**src/rtl/req_shaper_pkg.sv**
```systemverilog
// Shared definitions for the request burst shaper: channel count, the
// per-channel state encoding and the beat-counter width.
package req_shaper_pkg;

  localparam int NUM_CH = 4;

  // Sized for the largest legal burst length (16), so beat indices 0..15 fit.
  localparam int BEAT_W = 4;

  // Per-channel FSM encoding (2 bits, legacy-compatible constants).
  localparam logic [1:0] ST_IDLE    = 2'd0;
  localparam logic [1:0] ST_REQ     = 2'd1;
  localparam logic [1:0] ST_XFER    = 2'd2;
  localparam logic [1:0] ST_RELEASE = 2'd3;

  // States in which the channel holds req high and may consume a grant.
  function automatic logic is_active(input logic [1:0] st);
    return (st == ST_REQ) || (st == ST_XFER);
  endfunction

endpackage

```
**src/rtl/req_burst_chan.sv**
```systemverilog
// One channel of the request burst shaper: queues bursts, drives req while
// work is pending, counts granted beats and releases req after BURST_LEN
// beats. Optional starvation timeout under `ifdef REQ_SHAPER_TIMEOUT_EN.
module req_burst_chan
  import req_shaper_pkg::*;
#(
  parameter int BURST_LEN = 4,
  parameter int PEND_W    = 3,
  parameter int TIMEOUT   = 64
) (
  input  logic              clock,
  input  logic              reset,
  input  logic              push,
  input  logic              gnt,
  output logic              req,
  output logic              beat,
  output logic              done,
  output logic [PEND_W-1:0] pending,
  output logic              overflow,
  output logic              starve
);

  localparam logic [BEAT_W-1:0] LAST_BEAT = BEAT_W'(BURST_LEN - 1);
  localparam logic [PEND_W-1:0] PEND_MAX  = '1;

  logic [1:0]        state_q, state_d;
  logic [BEAT_W-1:0] beat_cnt_q, beat_cnt_d;
  logic [PEND_W-1:0] pend_q, pend_d;
  logic              ovf_q, ovf_d;
  logic              req_q, req_d;
  logic              take_beat;
  logic              last_beat;

  // A grant counts as a beat only while the channel is actually requesting;
  // stale grants seen in IDLE or RELEASE are ignored.
  always_comb begin
    take_beat = is_active(state_q) && gnt;
    last_beat = take_beat && (beat_cnt_q == LAST_BEAT);
  end

  // Next-state logic for the channel FSM and beat counter.
  always_comb begin
    // NOTE: every always_comb output gets a default first so no path can
    // leave it unassigned and infer a latch.
    state_d    = state_q;
    beat_cnt_d = beat_cnt_q;
    unique case (state_q)
      ST_IDLE: begin
        if (pend_q != '0) state_d = ST_REQ;
      end
      ST_REQ, ST_XFER: begin
        if (gnt) begin
          if (last_beat) begin
            beat_cnt_d = '0;
            state_d    = ST_RELEASE;
          end else begin
            beat_cnt_d = beat_cnt_q + 1'b1;
            state_d    = ST_XFER;
          end
        end else if (state_q == ST_XFER) begin
          // Grant lost mid-burst: keep the beat count and ask again.
          state_d = ST_REQ;
        end
      end
      ST_RELEASE: begin
        // Hold req low until the arbiter has dropped the old grant.
        if (!gnt) state_d = ST_IDLE;
      end
      default: state_d = ST_IDLE;
    endcase
    req_d = is_active(state_d);
  end

  // Pending-burst counter with sticky overflow; a push and a completed burst
  // in the same cycle cancel, which also lets a full counter accept a push.
  always_comb begin
    pend_d = pend_q;
    ovf_d  = ovf_q;
    if (push && !last_beat) begin
      if (pend_q == PEND_MAX) ovf_d  = 1'b1;
      else                    pend_d = pend_q + 1'b1;
    end else if (!push && last_beat) begin
      pend_d = pend_q - 1'b1;
    end
  end

  // Channel state registers.
  always_ff @(posedge clock) begin
    // NOTE: sequential state uses non-blocking assignments so every flop
    // samples the pre-edge values regardless of statement order.
    if (reset) begin
      state_q    <= ST_IDLE;
      beat_cnt_q <= '0;
      pend_q     <= '0;
      ovf_q      <= 1'b0;
      req_q      <= 1'b0;
    end else begin
      state_q    <= state_d;
      beat_cnt_q <= beat_cnt_d;
      pend_q     <= pend_d;
      ovf_q      <= ovf_d;
      req_q      <= req_d;
    end
  end

  assign req      = req_q;
  assign beat     = take_beat;
  assign done     = last_beat;
  assign pending  = pend_q;
  assign overflow = ovf_q;

`ifdef REQ_SHAPER_TIMEOUT_EN
  localparam int              WAIT_W   = $clog2(TIMEOUT + 1);
  localparam logic [WAIT_W-1:0] WAIT_MAX = WAIT_W'(TIMEOUT);

  logic [WAIT_W-1:0] wait_q, wait_d;
  logic              starve_q, starve_d;

  // Count cycles spent requesting without a grant; saturate at TIMEOUT.
  always_comb begin
    wait_d   = '0;
    starve_d = starve_q;
    if (state_q == ST_REQ && !gnt) begin
      wait_d = (wait_q == WAIT_MAX) ? wait_q : wait_q + 1'b1;
      if (wait_d == WAIT_MAX) starve_d = 1'b1;
    end
  end

  // Wait counter and sticky starve flag.
  always_ff @(posedge clock) begin
    if (reset) begin
      wait_q   <= '0;
      starve_q <= 1'b0;
    end else begin
      wait_q   <= wait_d;
      starve_q <= starve_d;
    end
  end

  assign starve = starve_q;
`else
  // Without the timeout feature the flag is constant and TIMEOUT is unused.
  logic [31:0] unused_timeout;
  assign unused_timeout = 32'(TIMEOUT);
  assign starve         = 1'b0;
`endif

endmodule

```
**src/rtl/req_burst_shaper.sv**
```systemverilog
// Request burst shaper in front of the 4-channel fixed-priority grant FSM.
// One req_burst_chan per channel; this level only slices and concatenates.
// Optional starvation timeout enabled with `define REQ_SHAPER_TIMEOUT_EN.
module req_burst_shaper
  import req_shaper_pkg::*;
#(
  parameter int BURST_LEN = 4,
  parameter int PEND_W    = 3,
  parameter int TIMEOUT   = 64
) (
  input  logic                     clock,
  input  logic                     reset,
  input  logic [NUM_CH-1:0]        push,
  input  logic [NUM_CH-1:0]        gnt,
  output logic [NUM_CH-1:0]        req,
  output logic [NUM_CH-1:0]        beat,
  output logic [NUM_CH-1:0]        done,
  output logic [NUM_CH*PEND_W-1:0] pending,
  output logic [NUM_CH-1:0]        overflow,
  output logic [NUM_CH-1:0]        starve
);

  for (genvar i = 0; i < NUM_CH; i++) begin : g_chan
    req_burst_chan #(
      .BURST_LEN(BURST_LEN),
      .PEND_W   (PEND_W),
      .TIMEOUT  (TIMEOUT)
    ) u_chan (
      .clock   (clock),
      .reset   (reset),
      .push    (push[i]),
      .gnt     (gnt[i]),
      .req     (req[i]),
      .beat    (beat[i]),
      .done    (done[i]),
      .pending (pending[i*PEND_W +: PEND_W]),
      .overflow(overflow[i]),
      .starve  (starve[i])
    );
  end

endmodule

```
**config.mk**
```make
export PLATFORM = sky130hd
export DESIGN_NAME = req_burst_shaper
export DESIGN_NICKNAME = d
export VERILOG_FILES = /design/src/rtl/req_shaper_pkg.sv /design/src/rtl/req_burst_chan.sv /design/src/rtl/req_burst_shaper.sv
export SDC_FILE = /design/constraint.sdc
export NUM_CORES = 1
export LEC_CHECK = 0
export BUFFER_PORTS_ARGS = -buffer_cell sky130_fd_sc_hd__buf_4
export CAP_MARGIN = 10
export CORE_ASPECT_RATIO = 1.2
export CORE_MARGIN = 2
export CORE_UTILIZATION = 56
export CTS_CLUSTER_SIZE = 10
export DETAILED_ROUTE_END_ITERATION = 10
export PLACE_DENSITY = 0.88
export RECOVER_POWER = 25
export SYNTH_ARGS = -nofsm -noshare
export SYNTH_HDL_FRONTEND = slang
export SYNTH_SLANG_ARGS = --single-unit
```
**constraint.sdc**
```tcl
create_clock -name clock -period 3.1 [get_ports clock]
set_input_delay 0.465 -clock clock [delete_from_list [all_inputs] [get_ports clock]]
set_output_delay 0.465 -clock clock [all_outputs]
set_load 0.02 [all_outputs]
```
After elaboration in Yosys (flattened, before gate mapping)
Cells that the tools add are included.

Register bits after elaboration: 44. Input port bits: 10. Logic and storage cells: 164.

Add/sub/neg operators: 12. Equal/unequal tests: 32. Multiplexer cells: 40. Reduce and logical (&&, ||, !) cells: 60.

Operators by type and width (number): 3-bit 2-to-1 mux (12); 2-bit 2-to-1 mux (16); 2-bit equality test, second input constant (12); 2-bit case mux with 3 select lines (4); 2-bit AND reduction (12); 4-bit by 1-bit adder with 4-bit output, second input constant (4); 2-bit by 1-bit equality test with 1-bit output, second input constant (8); 4-bit by 2-bit equality test with 1-bit output, second input constant (4); 1-bit logical AND (16); 4-bit 2-to-1 mux (4); 3-bit by 1-bit adder with 3-bit output, second input constant (4); 3-bit equality test, second input constant (4); 3-bit nonzero test (4); 3-bit by 1-bit subtractor with 3-bit output, second input constant (4); 1-bit zero test (8); 2-bit zero test (4); 1-bit logical OR (8); 2-bit inequality test, second input constant (4); 2-bit nonzero test (4); 2-bit OR reduction (4); 1-bit 2-to-1 mux (4).

Longest topological paths before layout
Word-level depth: 9. Gate-level depth with buffers: 9. Mapped depth without buffers: 9.

Hierarchy
From an unflattened synthesis, not the netlist that was laid out.

Cells, all modules: 298. Area, all modules: 2561.2 um^2.

Modules (own cells, without submodules): req_burst_chan (g_chan[0].u_chan ...) (times used 2, cells each 74, area each 640.6 um^2); req_burst_chan (g_chan[3].u_chan) (times used 1, cells each 75, area each 653.1 um^2); req_burst_chan (g_chan[2].u_chan) (times used 1, cells each 75, area each 626.9 um^2).

Worst setup path before layout
No wires, ideal clock.

Kind: reg2reg. From: register g_chan[0].u_chan.state_q[1]. To: register g_chan[0].u_chan.pend_q[2]. Data arrival time: 2.078 ns. Required time: 2.977 ns. Setup slack: 0.898 ns. Stages on the path, launching flop included: 10. Clock period less this slack: 2.202 ns. Path through: dfxtp_1 -> inv_1 -> ha_1 -> nand2_1 -> inv_1 -> a21oi_1 -> inv_1 -> fa_1 -> mux2i_1 -> mux2_1.

Cells in the longest elaborated chain, start to end: 8.

RTL lines: start, declared (line req_burst_chan.sv:26) `logic [1:0] state_q, state_d;`; start signal, assigned (line req_burst_chan.sv:98) `state_q <= state_d;`; 2-bit by 1-bit equality test with 1-bit output or 2-bit equality test (tied branches) (line req_shaper_pkg.sv:18) `return (st == ST_REQ) || (st == ST_XFER);`; 1-bit logical OR (*) (line req_shaper_pkg.sv:18); 1-bit logical AND (*) (line req_burst_chan.sv:37) `take_beat = is_active(state_q) && gnt;`; named net g_chan[0].u_chan.beat (line req_burst_chan.sv:16) `output logic beat,`; 1-bit logical AND (*) (line req_burst_chan.sv:38) `last_beat = take_beat && (beat_cnt_q == LAST_BEAT);`; 1-bit zero test (line req_burst_chan.sv:79) `if (push && !last_beat) begin`; 1-bit logical AND (line req_burst_chan.sv:79); 2-bit inequality test (no line) or 2-bit nonzero test (tied branches); 2-bit AND reduction (no line); end signal, assigned (line req_burst_chan.sv:100) `pend_q <= pend_d;`; end, declared (line req_burst_chan.sv:28) `logic [PEND_W-1:0] pend_q, pend_d;`.

The timed path passes the listed nets; every way through them passes the cells marked *. A chain may end at the register's enable or synchronous reset.

Worst setup path after layout
From: register g_chan[3].u_chan.state_q[0]. To: register g_chan[3].u_chan.pend_q[2].

Cells in the longest elaborated chain, start to end: 8.

RTL lines (line): start, declared (req_burst_chan.sv:26); start signal, assigned (req_burst_chan.sv:98); 2-bit by 1-bit equality test with 1-bit output or 2-bit equality test (tied branches) (req_shaper_pkg.sv:18); 1-bit logical OR (*) (req_shaper_pkg.sv:18); 1-bit logical AND (*) (req_burst_chan.sv:37); 1-bit logical AND (*) (req_burst_chan.sv:38); 1-bit zero test (req_burst_chan.sv:79); 1-bit logical AND (req_burst_chan.sv:79); 2-bit inequality test (no line) or 2-bit nonzero test (tied branches); 2-bit AND reduction (no line); end signal, assigned (req_burst_chan.sv:100); end, declared (req_burst_chan.sv:28).

Every way passes the cells marked *; elsewhere a longest branch is shown, timed or not.

==> results.md <==
* Compound-Gate Fraction of Synth Area at 16.8%
* CP bufs+invs at 3
* Final Util at 61.0%
* Syn Inst Count at 311
* Die height at 78.4 um
* Final min period at about 2400 ps
* Clk buf depth at 2
* Wire length of the first global-routing pass at around 8.3 mm
* Initial antenna violation count at 0
* Critical path cell sequence: inv_1 > ha_1 > nand2_1 > inv_1 > a21oi_1 > inv_1 > fa_1 > mux2i_1 > mux2_1
* Post-synth EDFFs at 0
* Outcome: complete, no violations
* Sw Ratio at 32.8%
* DIE AREA at 0.00517 mm2
* Synth Register Bits at 44
* Xor-xnor portion of the synthesized cell area at 1.36%
* Die Wd at 66.0 um
* Total number of vias at 2165
* Largest family of logic cells by synthesized area: simple AND/OR/NAND/NOR gates
* Core Region at 0.00453 mm2
* NetSw at 0.439 mW
* Vias in the first global route at between 1500 and 2000
* Crit path DAT at 2590 ps
* Clk_lat worst skew at 290 ps
* Crit path depth at 9
* TritonCTS clock tree: done
* Clock sinks at 44
* Reg2reg setup slack at about 690 ps
* Worst Setup SP: g_chan[3].u_chan.state_q[0]
* CP most frequent cell: inv_1
* Synth Area in Adders at a little over a tenth
* Crit path to: g_chan[3].u_chan.pending[2]
* DRT Pass-1 Iters at 4
* H-tree levels at 2
* Diodes inserted at 0
* Startpoint types: register
* Vias/cell at 5.59
* Routability Congestion at 0.835
* Leading post-synthesis cells by cell area: dfxtp_1 (34%), ha_1 (7.8%), a21oi_1 (7.4%), buf_4 (5.8%), nor3_1 (3.9%)
* Final setup violating endpoints at 0
* Pwr Density at 485 mW/mm2
* P_leak at about 1.2 nW
* Reg2Reg Depth at 9
* Top-area cell type share of the netlist area at between 30% and 40%
* Total gr overflow at 0
* Worst path max stage delay at about 380 ps
* Residual DRC count at 0
* Initial DRC count at 90
* Dominant synthesized flop cell: dfxtp_1
* Slew HR at 61.8%
* Logic pwr share at 26.6%
* Hold Vio Cnt, Final at 0
* Unique masters post-synth at 47
* Average wire per standard cell at between 10 and 15 um
* Dpl cells at 382
* Post-route cell area at 0.00276 mm2
* Worst Hold Class: primary input to register
* Max-Cap Viols at 0
* CP max FO at 9
* Gr usage total at 20.1%
* Inserted Clock Buffers at 5
* Slew @ Worst Pin at between 500 and 600 ps
* CTS Root Cell: clkbuf_8
* Reg clk slew, reported paths at 70 ps
* Clock group share of total power at 23.9%
* Synth area leader: dfxtp_1
* Fin. max-slew vios at 0
* P&R area growth vs syn at 7.03%
* Hpwl dp at 3.58 mm
* Sequential share of power at 49.5%
* TNS Setup at 0 ps
* Clock skew at 3.56 ps
* Reg-to-Reg Start: g_chan[3].u_chan.state_q[0]
* WS Path Type: register to register
* Simple-Gate Fraction of Synth Area at 22.6%
* CTS Hold Buffers Added at 0
* Most frequent cells after synthesis: dfxtp_1 (44), a21oi_1 (38), nand2_1 (24)
* Cell Int Power at 0.901 mW
* Non-Filler Instances at 387
* Nets at 361
* Worst path required time at ~3300 ps
* Crit Reg-Reg Endpoint: g_chan[3].u_chan.pending[2]
* Initial core utilization at 57.0%
* Row count at 27
* Post-detailed-route count of antenna-violating nets at 0
* Worst Slack Setup Final at 694 ps
* # IOs at 42
* Unrepaired setup endpoints after global routing: no
* CP max stage cell: dfxtp_1
* Tcrit/Tclk final at 77.6%
* Avg Cell Area, Syn at 8.30 um2
* IO Port Bufs at 37
* Post-place instance area at roughly 0.0028 mm2
* Largest net degree at the start of global routing at between 40 and 50
* Top Family by Delay on Critical Path: adder cells
* Post-CTS Resized at 0
* Top-count cell post-synth: dfxtp_1
* Fmax at 416 MHz
* Cell Area, Synth at 0.00258 mm2
* Post-CTS Setup Inserts at 0
* Asr flop ratio synth at 0%
* Multiplexer share of the synthesized area at under 10%
* Share of cells above drive strength 1 at 8.81%
* Yosys warns at 0
* DRT Wirelength at 4.82 mm
* VDD IR-drop max at about 0.00029 V
* Dpl ws at 700 ps
* Worst setup EP type: register
* Part of the Yosys area used for sequential elements at 34.1%
power by group through the flow:
stage | Clock, mW | Sequential [mW] | Combinational (mW)
3_3_place_gp | 0 | 0.675 | 0.359
5_1_grt | 0.356 | 0.672 | 0.399
2_1_floorplan | 0 | 0.684 | 0.280
6_report | 0.321 | 0.663 | 0.357
4_1_cts | 0.330 | 0.664 | 0.376
3_5_place_dp | 0 | 0.677 | 0.372
worst min path at each step:
stage                              startpoint                        end  slack (ps)  depth (start not counted)
floorplan           g_chan[0].u_chan.overflow  g_chan[0].u_chan.overflow         440                          2
global placement    g_chan[1].u_chan.overflow  g_chan[1].u_chan.overflow         460                          2
detailed placement  g_chan[1].u_chan.overflow  g_chan[1].u_chan.overflow         460                          2
CTS                                   push[1]  g_chan[1].u_chan.overflow         440                          3
global route                          push[1]  g_chan[1].u_chan.overflow         470                          3
finish                                push[1]  g_chan[1].u_chan.overflow         440                          3
worst register-to-register path: stages (launching register included):
cell and delay (ps):
dfxtp_1 380, inv_1 70, ha_1 330, nand2_1 180
inv_1 170, a21oi_1 200, inv_1 80, fa_1 370
mux2i_1 180, mux2_1 330
registers in the layout (all words and copies together), names as in the netlist:
register	flops
g_chan.u_chan.overflow	4
g_chan.u_chan.pending	12
g_chan.u_chan.state_q	8
g_chan.u_chan.req	4
g_chan.u_chan.beat_cnt_q	16
per-layer routing:
metal,vias up,wire (um),track usage [%],share of wire [%]
li1,1116,-,-,-
met1,1001,2080,23.0,43
met2,39,2470,35.9,51
met3,9,188,4.73,3.9
met4,0,82,6.94,1.7
met5,-,0,0,0
through the flow:
step | hold WS, ps | total power, mW
3_3_place_gp | 456 | 1.03
5_1_grt | 465 | 1.43
2_1_floorplan | 438 | 0.964
6_report | 436 | 1.34
3_5_place_dp | 463 | 1.05
4_1_cts | 435 | 1.37
layout by cell type, fill, tap and decap left out, types with 5 or more instances in the layout:
master	count
and3_1	7
nor2_1	22
inv_1	21
a211o_1	5
dfxtp_1	44
nand2_1	24
clkbuf_1	17
nor2b_1	5
nor3_1	20
clkbuf_8	5
a21oi_1	38
buf_4	20
ha_1	16
nand3_1	12
kinds of logic (layout without fill, tap and decap cells):
| group | after synthesis | count (layout) |
|---|---|---|
| AO/OA/AOI/OAI | 70 | 70 |
| buffers and inverters | 49 | 64 |
| XOR/XNOR | 4 | 4 |
| AND/OR/NAND/NOR | 114 | 114 |
| other | 1 | 4 |
| multiplexers | 9 | 9 |
| adder cells (fa/ha/maj) | 20 | 20 |
| flip-flops | 44 | 44 |
layout make-up:
cell class | count | area [um2]
repair buffers | 37 | 214
flip-flops and latches | 44 | 881
well taps | 58 | 72.6
multi-input cells | 221 | 1440
inverters | 22 | 82.6
fillers | 429 | 1770
clock buffers | 5 | 68.8
No activity file was read; power rests on OpenSTA's default activity.
